File: src/rtl/counter_run_if.sv
// Enabler/counter-side bundle of the run controller.
// master: the controller (drives rate_sel/restart/enable/clear, observes tick/count).
// slave:  the datapath (rate enabler + count register).
interface counter_run_if #(
    parameter int unsigned WIDTH = 8
);
    logic             tick;
    logic [WIDTH-1:0] count;
    logic [1:0]       rate_sel;
    logic             div_restart;
    logic             count_en;
    logic             count_clr;

    modport master (
        input  tick,
        input  count,
        output rate_sel,
        output div_restart,
        output count_en,
        output count_clr
    );

    modport slave (
        output tick,
        output count,
        input  rate_sel,
        input  div_restart,
        input  count_en,
        input  count_clr
    );
endinterface

File: src/rtl/counter_run_controller.sv
// Run/pause/stop sequencer for the rate-enabled up-counter.
// Optional feature macro: COUNTER_RUN_AUTO_RELOAD_EN (terminal count clears and
// keeps running, done becomes a one-cycle pulse; DONE state never entered).
module counter_run_controller #(
    parameter int unsigned WIDTH = 8
) (
    input  logic             CLOCK_50,
    input  logic             clear_n,
    input  logic             start_n,
    input  logic             stop_n,
    input  logic [1:0]       rate_req,
    input  logic [WIDTH-1:0] target,
    counter_run_if.master    dp,
    output logic [1:0]       state,
    output logic             done
);
    typedef enum logic [1:0] {
        ST_IDLE  = 2'b00,
        ST_RUN   = 2'b01,
        ST_PAUSE = 2'b10,
        ST_DONE  = 2'b11
    } state_e;

    // [0] first sync stage, [1] second sync stage, [2] edge-detect history
    localparam int unsigned SYNC_W = 3;

    logic [SYNC_W-1:0] start_sync_q, start_sync_d;
    logic [SYNC_W-1:0] stop_sync_q,  stop_sync_d;
    state_e            state_q,       state_d;
    logic [1:0]        rate_sel_q,    rate_sel_d;
    logic              div_restart_q, div_restart_d;
    logic              count_clr_q,   count_clr_d;
    logic              done_q,        done_d;

    logic start_p_c;
    logic stop_p_c;
    logic start_go_c;
    logic count_en_c;
    logic terminal_c;
    logic [WIDTH-1:0] last_count_c;

    // Button synchronisers and falling-edge pulses
    always_comb begin
        start_sync_d = {start_sync_q[SYNC_W-2:0], start_n};
        stop_sync_d  = {stop_sync_q[SYNC_W-2:0],  stop_n};
        start_p_c    = start_sync_q[2] & ~start_sync_q[1];
        stop_p_c     = stop_sync_q[2]  & ~stop_sync_q[1];
        // stop has priority over a coincident start
        start_go_c   = start_p_c & ~stop_p_c;
    end

    // Increment strobe and terminal detect; target 0 wraps at all-ones
    always_comb begin
        count_en_c   = dp.tick && (state_q == ST_RUN) && !stop_p_c;
        last_count_c = target - WIDTH'(1);
        terminal_c   = count_en_c && (dp.count == last_count_c);
    end

    // Next-state and registered-output decode
    always_comb begin
        state_d       = state_q;
        rate_sel_d    = rate_sel_q;
        div_restart_d = 1'b0;
        count_clr_d   = 1'b0;
        done_d        = 1'b0;

        case (state_q)
            ST_IDLE: begin
                if (start_go_c) begin
                    state_d       = ST_RUN;
                    rate_sel_d    = rate_req;
                    div_restart_d = 1'b1;
                    count_clr_d   = 1'b1;
                end
            end
            ST_RUN: begin
                if (stop_p_c) begin
                    state_d = ST_PAUSE;
                end else if (terminal_c) begin
`ifdef COUNTER_RUN_AUTO_RELOAD_EN
                    count_clr_d = 1'b1;
                    done_d      = 1'b1;
`else
                    state_d     = ST_DONE;
`endif
                end
            end
            ST_PAUSE: begin
                if (stop_p_c) begin
                    state_d     = ST_IDLE;
                    count_clr_d = 1'b1;
                end else if (start_go_c) begin
                    // resume keeps the latched rate; restart gives a full first period
                    state_d       = ST_RUN;
                    div_restart_d = 1'b1;
                end
            end
            ST_DONE: begin
                if (stop_p_c) begin
                    state_d     = ST_IDLE;
                    count_clr_d = 1'b1;
                end else if (start_go_c) begin
                    state_d       = ST_RUN;
                    rate_sel_d    = rate_req;
                    div_restart_d = 1'b1;
                    count_clr_d   = 1'b1;
                end
            end
            default: state_d = ST_IDLE;
        endcase

`ifndef COUNTER_RUN_AUTO_RELOAD_EN
        done_d = (state_d == ST_DONE);
`endif
    end

    // State and output registers; synchronisers preset to released
    always_ff @(posedge CLOCK_50 or negedge clear_n) begin
        if (!clear_n) begin
            start_sync_q  <= '1;
            stop_sync_q   <= '1;
            state_q       <= ST_IDLE;
            rate_sel_q    <= 2'b00;
            div_restart_q <= 1'b0;
            count_clr_q   <= 1'b0;
            done_q        <= 1'b0;
        end else begin
            start_sync_q  <= start_sync_d;
            stop_sync_q   <= stop_sync_d;
            state_q       <= state_d;
            rate_sel_q    <= rate_sel_d;
            div_restart_q <= div_restart_d;
            count_clr_q   <= count_clr_d;
            done_q        <= done_d;
        end
    end

    assign state          = state_q;
    assign done           = done_q;
    assign dp.rate_sel    = rate_sel_q;
    assign dp.div_restart = div_restart_q;
    assign dp.count_clr   = count_clr_q;
    assign dp.count_en    = count_en_c;

endmodule

File: src/flat_wrapper.sv
// flat-port wrapper written by rule: the top's interface ports become plain ports
module counter_run_controller_flat 
#(
    parameter int unsigned WIDTH = 8
)
  (CLOCK_50, clear_n, start_n, stop_n, rate_req, target, state, done, dp_tick, dp_count, dp_rate_sel, dp_div_restart, dp_count_en, dp_count_clr);
  counter_run_if #(.WIDTH(WIDTH)) dp_i ();
  input  logic CLOCK_50;
  input  logic clear_n;
  input  logic start_n;
  input  logic stop_n;
  input  logic [1:0] rate_req;
  input  logic [WIDTH-1:0] target;
  output logic [1:0] state;
  output logic done;
  input wire logic [$bits(dp_i.tick)-1:0] dp_tick;
  input wire logic [$bits(dp_i.count)-1:0] dp_count;
  output wire logic [$bits(dp_i.rate_sel)-1:0] dp_rate_sel;
  output wire logic [$bits(dp_i.div_restart)-1:0] dp_div_restart;
  output wire logic [$bits(dp_i.count_en)-1:0] dp_count_en;
  output wire logic [$bits(dp_i.count_clr)-1:0] dp_count_clr;
  assign dp_i.tick = dp_tick;
  assign dp_i.count = dp_count;
  assign dp_rate_sel = dp_i.rate_sel;
  assign dp_div_restart = dp_i.div_restart;
  assign dp_count_en = dp_i.count_en;
  assign dp_count_clr = dp_i.count_clr;
  counter_run_controller #(.WIDTH(WIDTH)) u_core (.CLOCK_50(CLOCK_50), .clear_n(clear_n), .start_n(start_n), .stop_n(stop_n), .rate_req(rate_req), .target(target), .dp(dp_i), .state(state), .done(done));
endmodule
File: config.mk
export PLATFORM = sky130hd
export DESIGN_NAME = counter_run_controller_flat
export DESIGN_NICKNAME = d
export VERILOG_FILES = /design/src/rtl/counter_run_if.sv /design/src/rtl/counter_run_controller.sv /design/src/flat_wrapper.sv
export SDC_FILE = /design/constraint.sdc
export NUM_CORES = 1
export LEC_CHECK = 0
export CORE_MARGIN = 8
export CORE_UTILIZATION = 40
export CTS_CLUSTER_DIAMETER = 200
export CTS_CLUSTER_SIZE = 25
export DETAILED_ROUTE_END_ITERATION = 8
export PLACE_DENSITY = 0.87
export SYNTH_ARGS = -nofsm -noshare
export SYNTH_HDL_FRONTEND = slang
export SYNTH_SLANG_ARGS = --single-unit
File: constraint.sdc
create_clock -name CLOCK_50 -period 1.6 [get_ports CLOCK_50]
set_input_delay 0.48 -clock CLOCK_50 [delete_from_list [all_inputs] [get_ports CLOCK_50]]
set_output_delay 0.48 -clock CLOCK_50 [all_outputs]
set_load 0.05 [all_outputs]
Yosys cells after proc, flatten, opt, wreduce, memory -nomap -nowiden
Cells that the tools add are included.
Widths: inputs -> output; s select.
{"block": "op_classes", "eq_ne": 6, "reduce_logical": 8, "n_bitwise": 6, "addsub": 1, "n_mux": 14}
{"operator": "$mux 2", "n": 6}
{"operator": "$eq 8x8->1", "n": 1}
{"operator": "$sub 8x1->8 const B", "n": 1}
{"operator": "$eq 2x2->1 const B", "n": 3}
{"operator": "$pmux 2 s3", "n": 1}
{"operator": "$mux 1", "n": 4}
{"operator": "$pmux 2 s2", "n": 1}
{"operator": "$and 1x1->1", "n": 3}
{"operator": "$logic_and 1x1->1", "n": 3}
{"operator": "$not 1->1", "n": 3}
{"operator": "$pmux 1 s3", "n": 1}
{"operator": "$eq 2x1->1 const B", "n": 1}
{"operator": "$logic_not 2->1", "n": 1}
{"operator": "$ne 2x2->1 const B", "n": 1}
{"operator": "$pmux 1 s2", "n": 1}
{"operator": "$reduce_and 2->1", "n": 1}
{"operator": "$reduce_bool 2->1", "n": 1}
{"operator": "$reduce_or 2->1", "n": 1}
{"operator": "$logic_not 1->1", "n": 1}
{"block": "word_totals", "in_bits": 23, "regBits": 13, "elab_cells": 42, "out_inout_bits": 8}

Longest topological paths before layout
{"block": "depth", "depth_word": 9, "ltp_mapped": 7, "mapped_depth_nobuf": 7}

Worst setup path after synthesis
OpenSTA, ideal clock, no wires.
{"block": "synth_path", "path_kind": "reg2reg", "from": "register u_core.state_q[0], in the netlist u_core.state[0]", "to": "register u_core.state_q[1], in the netlist u_core.state[1]", "path_slack_ps": -155, "period_less_slack_ps": 1755, "path_buffers": 0, "setup_time_ps": 105, "stages_incl_launch_ff": 6, "required_ps": 1495, "arrival_time_ps": 1650, "cell_sequence": "dfrtp_1 > nor2b_1 > and3_2 > o2111a_1 > o2111ai_1 > o311ai_1"}
{"block": "synth_via", "elab_chain_cells": 7, "word_cells_on_any_way": 11, "cone_classes": "3 x eq/ne; 3 x mux; 5 x reduce/logical"}
{"element": "start: declaration", "line_no": "counter_run_controller.sv:29", "source": "state_e state_q, state_d;"}
{"element": "start signal: assignment", "line_no": "counter_run_controller.sv:130", "source": "state_q <= state_d;"}
{"element": "$eq 2x1->1", "line_no": "counter_run_controller.sv:54", "source": "count_en_c = dp.tick && (state_q == ST_RUN) && !stop_p_c;"}
{"element": "$logic_and 1x1->1 (2 in series)", "line_no": "counter_run_controller.sv:54"}
{"element": "named net dp_count_en", "line_no": "flat_wrapper.sv:20", "source": "output wire logic [$bits(dp_i.count_en)-1:0] dp_count_en;"}
{"element": "$logic_and 1x1->1", "line_no": "counter_run_controller.sv:56", "source": "terminal_c = count_en_c && (dp.count == last_count_c);"}
{"element": "$mux 2", "line_no": "counter_run_controller.sv:79", "source": "end else if (terminal_c) begin"}
{"element": "$mux 2", "line_no": "counter_run_controller.sv:77", "source": "if (stop_p_c) begin"}
{"element": "$pmux 2 s3", "line_no": "counter_run_controller.sv:67", "source": "case (state_q)"}
{"element": "named net u_core.state_d[1]", "line_no": "counter_run_controller.sv:29"}
The timed path passes the listed nets, and every way through them passes these cells.
A chain may end at the register's enable or synchronous reset.

Worst setup path after layout
{"block": "layout_path", "from": "register u_core.stop_sync_q[1]", "to": "output dp_count_en"}
{"block": "layout_via", "elab_chain_cells": 4}
{"element": "start: declaration", "line_no": "counter_run_controller.sv:28", "source": "logic [SYNC_W-1:0] stop_sync_q, stop_sync_d;"}
{"element": "start signal: assignment", "line_no": "counter_run_controller.sv:129", "source": "stop_sync_q <= stop_sync_d;"}
{"element": "$not 1->1", "line_no": "counter_run_controller.sv:47", "source": "stop_p_c = stop_sync_q[2] & ~stop_sync_q[1];"}
{"element": "$and 1x1->1", "line_no": "counter_run_controller.sv:47"}
{"element": "$logic_not 1->1", "line_no": "counter_run_controller.sv:54"}
{"element": "$logic_and 1x1->1", "line_no": "counter_run_controller.sv:54"}
{"element": "end: declaration", "line_no": "flat_wrapper.sv:20"}
No other way between the ends.

==> flow_metrics.tcl <==
set metrics [dict create \
    htree_num_levels 1 \
    use_met1_pct 12.1 \
    synth.avg_cell_area_um2 11.1 \
    antenna_left 0 \
    cts_tree "yes" \
    ctsHoldBuffers 0 \
    gr-total-overflow 0 \
    diodes 0 \
    synth_top_flop_cell "dfrtp_1" \
    rrSetupSlack_ns 0.07 \
    dieHeight_um 57.5 \
    area_delta_synth_final_pct 86.2 \
    rr_worst_depth 6 \
    initial_utilization_pct 41.2 \
    clockBufferDepth 2 \
    final_cells 126 \
    final_core_util_pct 76.7 \
    wl_per_cell_um 15.0 \
    grt_pass1_wl_um 3040 \
    r2r-start "u_core.stop_sync_q[1]" \
    min_path_type "flop to flop" \
    drc 0 \
    port_buffers 30 \
    ys_seq_area_share_pct 48.4 \
    cts_buffers 3 \
    maxSlewHeadroom_pct 83.3 \
    clkSlewWorstSetupHoldPaths_ns 0.08 \
    maxSlewViolCount 0 \
    min_to "u_core.stop_sync_q[1]" \
    finalHoldViolations 0 \
    criticalPathCategory "flop to output pin" \
    holdWs_ns 0.359 \
    ir_drop_mv 0.771 \
    drive_gt1_share_pct 46.8 \
    synth_cell_types 26 \
    gp_congestion 0.872 \
    cts_sinks 13 \
    synth_cells 62 \
    fmax_mhz 577 \
    die_w_um 57.5 \
    dr.pass1.iters 2 \
    clock-root-buffer "clkbuf_4" \
    cp.arrival_ns 1.25 \
    hold_path_startpoint "u_core.stop_sync_q[0]" \
    dp.cells 120 \
    avgViaCountPerCell 5.11 \
    status "finished, violations left" \
    critical_path.max_fanout 2 \
    critPathCaptureType "output pin" \
    power_density_nw_per_um2 848 \
    hpwl_um 1500 \
    synth_edf_count 0 \
    synthesis.nets 86 \
    grt_busiest_layer "met2" \
    ys_ff_latch 13 \
    track_usage_pct 11.7 \
    fin_crit_sh_pct 108 \
    grt_pass1_vias 704 \
    reg2reg_to "u_core.dp.rate_sel[1]" \
    use_met3_pct 4.71 \
    antenna_found_initial 0 \
    worstSkewPairLatency_ns 0.28 \
    ios 31 \
    fill_cells 125 \
    violations "negative setup slack" \
    whs_path_depth 0 \
    routed_wl_um 1900 \
    finalSetupViolations 1 \
    synth-async-reset-ratio_pct 100 \
    grt_max_degree 14 \
    rsz0062_at_grt "true" \
    rows 15 \
    die_area_um2 3300 \
    synth_area_um2 688 \
    layout.nets 134 \
    period_minus_slack_ns 1.73 \
    fin_ws_ns -0.132 \
    power.leakage_nw 0.573 \
    finClkSkew_ns 0.00653 \
    grtUsageMet2_pct 19.6 \
    worstMarginPinSlew_ns 0.248 \
    yosys_warnings 0 \
    drtIter0Drc 1 \
    required_ns 1.12 \
    coreArea_um2 1670 \
    num_vias 644 \
    critPathLaunchType "flop" \
    cap_viol_max_count 0 \
]
## cell families (layout without fill, tap and decap cells)
| family | count (synthesis) | in the layout | share of synthesized area, % |
|---|---|---|---|
| flip-flops | 13 | 13 | 48.4 |
| multiplexers | 3 | 3 | 4.91 |
| AO/OA/AOI/OAI | 8 | 8 | 8.73 |
| XOR/XNOR | 12 | 12 | 15.3 |
| adder cells (fa/ha/maj) | 1 | 1 | 1.82 |
| AND/OR/NAND/NOR | 20 | 20 | 18.2 |
| buffers and inverters | 5 | 52 | 2.73 |
## critical path, cell delays in order, from the launching register on
cell	delay [ns]
dfstp_2	0.53
nand2b_4	0.12
and3_4	0.19
buf_12	0.13
## how the worst max path moves through the flow
stage                           from               to  slack [ns]  depth (start not counted)
2_1_floorplan              target[2]  u_core.state[1]      -0.003                          5
3_3_place_gp               target[2]  u_core.state[1]       -0.49                          6
3_5_place_dp               target[2]  u_core.state[1]       -0.55                          6
4_1_cts        u_core.stop_sync_q[1]      dp_count_en       -0.16                          3
5_1_grt        u_core.stop_sync_q[1]      dp_count_en       -0.18                          3
6_report       u_core.stop_sync_q[1]      dp_count_en       -0.13                          3
## power breakdown
part	switching, mW	internal, mW
Sequential	0.0316	0.373
Combinational	0.231	0.253
Clock	0.105	0.0927
## flip-flops by register name, summed over array words and instances, names as in the netlist
name	cells
u_core.start_sync_q	3
u_core.stop_sync_q	3
u_core.dp.rate_sel	2
u_core.state	2
u_core.done	1
u_core.dp.count_clr	1
u_core.dp.div_restart	1
## placed cells by master, fill, tap and decap left out, types with 2 or more instances in the layout
cell type,count
nand2_1,2
xnor2_1,6
dfstp_2,6
buf_4,12
dlygate4sd2_1,2
dfrtp_1,5
xor2_1,5
dlymetal6s2s_1,3
dfrtp_2,2
nor2b_1,2
clkdlybuf4s50_1,13
buf_6,3
inv_1,4
clkbuf_4,3
nor2_1,6
buf_12,8
mux2_2,3
## metrics by stage
step           setup WS (ns)  area (µm²)  power, mW  setup TNS (ns)
6_report              -0.132        1280       1.09          -0.132
4_1_cts               -0.160        1260       1.10          -0.229
5_1_grt               -0.176        1280       1.14          -0.176
3_3_place_gp          -0.488        1170      0.865           -1.11
3_5_place_dp          -0.550        1170      0.878           -1.24
2_1_floorplan       -0.00323         691      0.600        -0.00323
## layout make-up
class                           instances  area [µm²]  share of cell area [%]
Inverter                                5        18.8                    1.46
Tap cell                               17        21.3                    1.66
Clock inverter                          1        5.00                   0.391
Timing Repair Buffer                   43         485                    37.9
Sequential cell                        13         335                    26.2
Multi-Input combinational cell         44         393                    30.7
Clock buffer                            3        22.5                    1.76
## routing by layer
layer	share of wire [%]	wire length, µm
met1	37	702
met2	52	985
met3	9.3	176
met4	1.6	31
met5	0	0
## synthesized netlist by cell type, types with 2 or more instances
cell type	count	share of area [%]
nor3_1	2	1.5
dfrtp_1	7	25
xor2_1	6	7.6
inv_1	5	2.7
mux2_2	3	4.9
dfstp_2	6	23
xnor2_1	6	7.6
nand2_1	2	1.1
nor2_1	7	3.8
nor2b_1	2	1.8
## repair_timing
action	in CTS	in global routing
setup endpoints to repair	3	3
buffers inserted	1	1
resized for setup	29	5
endpoints found under the hold margin	0	0
pin swaps	9	8
Note: power is estimated with default switching activity, not from simulation.
